===== src/rtl/cdb_pkg.sv =====
// cdb_pkg: shared Common Data Bus definitions.
// Holds the default CDB field widths and the broadcast record that the ROB
// and reservation stations reuse when snooping the bus.
package cdb_pkg;

   // Default CDB field widths (result value width and ROB tag width).
   localparam int CDB_XLEN  = 32;
   localparam int CDB_TAG_W = 5;

   // One CDB broadcast: valid qualifier, ROB tag and result value.
   typedef struct packed {
      logic                 valid;
      logic [CDB_TAG_W-1:0] tag;
      logic [CDB_XLEN-1:0]  value;
   } cdb_t;

   // Modulo-n increment with an explicit compare, so n need not be a power of two.
   function automatic int wrap_inc(input int k, input int n);
      return (k == n - 1) ? 0 : k + 1;
   endfunction

endpackage


===== src/rtl/rr_arbiter.sv =====
// rr_arbiter: combinational one-hot grant from a request vector.
// With CDB_ROUND_ROBIN_EN defined, the scan starts at ptr and wraps modulo N.
// Without it, the lowest set request bit wins and there is no ptr port.
module rr_arbiter
   import cdb_pkg::*;
#(
   parameter int N = 3
) (
   input  logic [N-1:0]         req,
`ifdef CDB_ROUND_ROBIN_EN
   input  logic [$clog2(N)-1:0] ptr,
`endif
   output logic [N-1:0]         grant
);

`ifdef CDB_ROUND_ROBIN_EN
   // Scan ptr, ptr+1, ... (mod N) and grant the first requester found.
   always_comb begin
      int   idx;
      logic found;
      grant = '0;
      found = 1'b0;
      idx   = int'(ptr);
      for (int i = 0; i < N; i++) begin
         if (!found && req[idx]) begin
            grant[idx] = 1'b1;
            found      = 1'b1;
         end
         idx = wrap_inc(idx, N);
      end
   end
`else
   // Fixed priority: the lowest-index requester wins.
   always_comb begin
      logic found;
      grant = '0;
      found = 1'b0;
      for (int i = 0; i < N; i++) begin
         if (!found && req[i]) begin
            grant[i] = 1'b1;
            found    = 1'b1;
         end
      end
   end
`endif

endmodule


===== src/rtl/cdb_arbiter.sv =====
// cdb_arbiter: Common Data Bus arbiter. Picks at most one completed result per
// cycle from NUM_SRC functional-unit FIFOs, pops it via grant_o and broadcasts
// it from a register one cycle later.
// Macro CDB_ROUND_ROBIN_EN: defined -> round-robin selection with a rotating
// priority pointer; undefined -> fixed priority (lowest index wins, no pointer).
module cdb_arbiter
   import cdb_pkg::*;
#(
   parameter int NUM_SRC = 3,
   parameter int XLEN    = CDB_XLEN,
   parameter int TAG_W   = CDB_TAG_W
) (
   input  logic                            clk,
   input  logic                            rst,
   input  logic                            stall_i,
   input  logic                            flush_i,
   input  logic [NUM_SRC-1:0]              req_i,
   input  logic [NUM_SRC-1:0][TAG_W-1:0]   tag_i,
   input  logic [NUM_SRC-1:0][XLEN-1:0]    value_i,
   output logic [NUM_SRC-1:0]              grant_o,
   output logic                            cdb_valid_o,
   output logic [TAG_W-1:0]                cdb_tag_o,
   output logic [XLEN-1:0]                 cdb_value_o
);

   // Requests are masked while in reset, stalled or flushing, so grant_o
   // (the FIFO pop strobe) can only fire when the CDB register will load.
   logic [NUM_SRC-1:0] arb_req;
   logic [TAG_W-1:0]   sel_tag;
   logic [XLEN-1:0]    sel_value;

   assign arb_req = (rst && !stall_i && !flush_i) ? req_i : '0;

`ifdef CDB_ROUND_ROBIN_EN
   localparam int PTR_W = $clog2(NUM_SRC);
   logic [PTR_W-1:0] ptr;
   logic [PTR_W-1:0] ptr_next;

   // Next pointer is one past the granted source, wrapping by compare.
   always_comb begin
      ptr_next = ptr;
      for (int k = 0; k < NUM_SRC; k++) begin
         if (grant_o[k]) ptr_next = PTR_W'(wrap_inc(k, NUM_SRC));
      end
   end
`endif

   rr_arbiter #(.N(NUM_SRC)) u_arb (
      .req   (arb_req),
`ifdef CDB_ROUND_ROBIN_EN
      .ptr   (ptr),
`endif
      .grant (grant_o)
   );

   // Mux the granted source's head-of-FIFO tag and value onto the capture path.
   always_comb begin
      sel_tag   = '0;
      sel_value = '0;
      for (int k = 0; k < NUM_SRC; k++) begin
         if (grant_o[k]) begin
            sel_tag   = tag_i[k];
            sel_value = value_i[k];
         end
      end
   end

   // CDB register: flush clears valid, stall freezes everything, otherwise
   // valid follows the grant and tag/value load only on a grant.
   always_ff @(posedge clk or negedge rst) begin
      if (!rst) begin
         cdb_valid_o <= 1'b0;
         cdb_tag_o   <= '0;
         cdb_value_o <= '0;
`ifdef CDB_ROUND_ROBIN_EN
         ptr         <= '0;
`endif
      end else if (flush_i) begin
         cdb_valid_o <= 1'b0;
      end else if (!stall_i) begin
         if (|grant_o) begin
            cdb_valid_o <= 1'b1;
            cdb_tag_o   <= sel_tag;
            cdb_value_o <= sel_value;
`ifdef CDB_ROUND_ROBIN_EN
            ptr         <= ptr_next;
`endif
         end else begin
            cdb_valid_o <= 1'b0;
         end
      end
   end

endmodule


===== config.mk =====
export PLATFORM = sky130hd
export DESIGN_NAME = cdb_arbiter
export DESIGN_NICKNAME = d
export VERILOG_FILES = /design/src/rtl/cdb_pkg.sv /design/src/rtl/rr_arbiter.sv /design/src/rtl/cdb_arbiter.sv
export SDC_FILE = /design/constraint.sdc
export NUM_CORES = 1
export LEC_CHECK = 0
export BUFFER_PORTS_ARGS = -buffer_cell sky130_fd_sc_hd__buf_4
export CORE_UTILIZATION = 42
export CTS_BUF_LIST = sky130_fd_sc_hd__clkbuf_4 sky130_fd_sc_hd__clkbuf_8
export CTS_CLUSTER_DIAMETER = 40
export DETAILED_ROUTE_END_ITERATION = 8
export HOLD_SLACK_MARGIN = 0.05
export PLACE_DENSITY = 0.82
export SLEW_MARGIN = 15
export SYNTH_ARGS = -nofsm -noshare
export SYNTH_HDL_FRONTEND = slang
export SYNTH_HIERARCHICAL = 1
export SYNTH_SLANG_ARGS = --single-unit

===== constraint.sdc =====
create_clock -name clk -period 1.3 [get_ports clk]
set_clock_uncertainty 0.15 [all_clocks]
set_input_delay 0.195 -clock clk [delete_from_list [all_inputs] [get_ports clk]]
set_output_delay 0.195 -clock clk [all_outputs]
set_load 0.05 [all_outputs]

==> flow_summary.yaml <==
placed_design:
  postPlaceCellArea_mm2: 0.00361
  hpwl_mm: 5.40
  place_inst: 451
  gp_congestion: 0.795
  io_buffers: 158
floorplan:
  fp.dieW_um: 74.7
  dieArea_mm2: 0.00558
  ios: 159
  rows: 26
  die_h_um: 74.7
  core_area_mm2: 0.00511
  start_util_pct: 43.4
drt:
  totalWireLength_mm: 8.63
  drc_errors: 0
  drtIter0Drc: 174
  drt_pre_antenna_iters: 4
  wl_per_cell_um: 18.2
  via_count: 2731
  viasPerCell: 5.76
  ant_nets: 0
power_and_ir_drop:
  p_leak_nw: 1.96
  p_per_area_mw_per_mm2: 919
  irDropWorstVdd_uv: 519
global_route:
  grt_usage_pct: 29.6
  grt_pass1_vias: 2597
  grt_max_degree: 39
  grt_overflow_total: 0
  antenna_found_initial: 0
  grt_pass1_wl_mm: 12.4
worst_setup_path:
  critPathMaxFanout: 12
  crit_chain: "buf_8 -> nor2_4 -> and3_4 -> buf_6 -> nor3b_4 -> buf_4 -> buf_6 -> buf_4 -> a221oi_1 -> o31ai_1"
  crit-reg2reg-launch: "cdb_value_o[3]"
  critPathSlowestCell: "a221oi_1"
  crit_arrival_ns: 1.66
  critical_path_class: "in -> reg"
  cpPeakStageDelay_ns: 0.35
  cp-start-kind: "input port"
  reg2reg_to: "cdb_value_o[3]"
  r2r_slack_ns: 0.38
  worstSetupEndpointType: "flop"
  worstRegToRegCells: 2
  cp.required_ns: 1.32
cells_and_area:
  nFillCells: 306
  layout.cells.non_filler: 474
  fin_nets: 521
  final_area_mm2: 0.00422
  drive_gt1_share_pct: 61.1
  n_antenna_cell: 0
  syn_to_final_growth_pct: 90.1
worst_hold_path:
  hold_end: "cdb_value_o[11]"
  min-delay-start: "value_i[75]"
  hold_class: "in -> reg"
  hold_depth: 3
sta:
  maxSlewViolCount: 0
  finalHoldViolCount: 0
  max_slew_margin_pct: 66.5
  tightest_slew_ns: 0.502
  finalCriticalPeriod_ns: 1.64
  rsz0062_at_grt: "true"
  finalCritPeriodShare_pct: 126
  setup_viol: 41
  fin_ws_ns: -0.342
  fin_tns_setup_ns: -11.61
  max_freq_mhz: 609
synth:
  synth-seq-cells: 38
  synth_area_mm2: 0.00222
  synth.distinct_cells: 21
  ys_seq_area_share_pct: 42.9
  synth_flop_cell: "dfrtp_1"
  synthesis.area_per_instance_um2: 9.69
  yosysMostFrequentCell: "nor2b_1"
  ys_async_sr_fraction_pct: 100
  synth.largest_area_cell: "dfrtp_1"
  synth_nets: 347
  synth_edf_count: 0
  yosys-top-cells-area: "dfrtp_1 (43%), a221oi_1 (14%), o31ai_1 (12%)"
  synth_cells: 229
  yosys-top-cells-count: "nor2b_1 (39), dfrtp_1 (38), a221oi_1 (36), o31ai_1 (36), o21ai_0 (32)"
  synth_top_area_share_pct: 42.9
  yosysWarnings: 6
run_status:
  status: "finished with violations"
  violations: "negative setup slack"
cts:
  h-tree-depth: 2
  cts_buffer_depth: 2
  cts_tree: "built"
  cts-root-buf: "clkbuf_8"
  tritoncts_num_sinks: 38
  clock_latency_ns: 0.29
  cts_buffers: 5
  clk_transition_reported_paths_ns: 0.08
job:
  drv_cap: 0
stage by stage:
| stage | total power, mW | worst slack, ns | hold WS [ns] | utilization [%] |
|---|---|---|---|---|
| floorplan | 2.20 | -0.661 | -0.251 | - |
| global placement | 2.81 | -0.545 | 0.236 | 70.7 |
| detailed placement | 2.84 | -0.614 | 0.241 | 70.7 |
| CTS | 3.77 | -0.246 | 0.0599 | 77.7 |
| global route | 4.03 | -0.413 | 0.0692 | 82.6 |
| finish | 3.88 | -0.342 | 0.0608 | 82.6 |
critical path: cells and delay by family:
kind	cells	cell delay [ns]
AOI/OAI and AO/OA	2	0.47
buffers and inverters	5	0.60
and+or+nand+nor	3	0.38
final cells by class:
cell class,instances,area [um^2],area share [%]
clock buffer,7,90.1,2.14
clock inverter,1,5.00,0.119
multi-input combinational,162,1420,33.6
sequential,38,951,22.5
tap,70,87.6,2.08
timing repair buffer,196,1670,39.5
how the worst max path moves through the flow:
| stage | startpoint | endpoint | slack, ns | cells after the start |
|---|---|---|---|---|
| CTS | stall_i | cdb_value_o[9] | -0.25 | 10 |
| global placement | flush_i | cdb_value_o[3] | -0.55 | 9 |
| detailed placement | flush_i | cdb_value_o[3] | -0.61 | 9 |
| floorplan | flush_i | cdb_tag_o[0] | -0.66 | 8 |
| global route | flush_i | cdb_value_o[1] | -0.41 | 9 |
| finish | flush_i | cdb_value_o[13] | -0.34 | 10 |
timing repair:
item	4_1_cts	5_1_grt
pin swaps	3	9
gates resized for setup	34	39
gates cloned	1	2
buffers inserted	9	3
endpoints found under the hold margin	38	0
endpoints found under the setup margin	41	41
hold buffers	1	0
where the power goes:
group / internal [mW] / switching, mW
logic: 0.660 / 0.931
registers: 1.32 / 0.0810
clock network: 0.449 / 0.433
total: 2.43 / 1.44
flip-flops by register name, summed over array words and instances (netlist names):
signal and count:
cdb_tag_o 5, cdb_valid_o 1, cdb_value_o 32
kinds of logic (layout without fill, tap and decap cells):
| group | Yosys count | count (layout) | share of synthesized area [%] |
|---|---|---|---|
| AND/OR/NAND/NOR | 51 | 51 | 14.5 |
| flip-flops | 38 | 38 | 42.9 |
| buffers and inverters | 29 | 204 | 7.28 |
| AO/OA/AOI/OAI | 111 | 111 | 35.4 |
cell usage in the layout, fill, tap and decap left out, types with 2 or more instances in the layout:
cell | netlist | final
buf_4 | 4 | 175
dfrtp_1 | 38 | 38
nor2b_1 | 39 | 34
a221oi_1 | 36 | 24
o21ai_0 | 32 | 21
o31ai_1 | 36 | 17
o31ai_2 | 0 | 15
o21ai_1 | 5 | 14
a221oi_2 | 0 | 8
buf_6 | 3 | 7
buf_12 | 0 | 7
clkbuf_8 | 0 | 6
nor2b_2 | 0 | 4
a221oi_4 | 0 | 4
o31ai_4 | 0 | 4
buf_8 | 0 | 3
and3_4 | 0 | 2
o21ai_2 | 0 | 2
nand2_1 | 2 | 2
clkbuf_16 | 0 | 2
routing by layer:
metal	share of wire (%)	vias up	GRT usage, %
met5	0	-	0
met4	2.6	0	11.7
met3	6.4	20	6.69
met2	54	137	53.6
met1	37	1331	33.7
li1	-	1243	-
(Power assumes the default switching activity.)
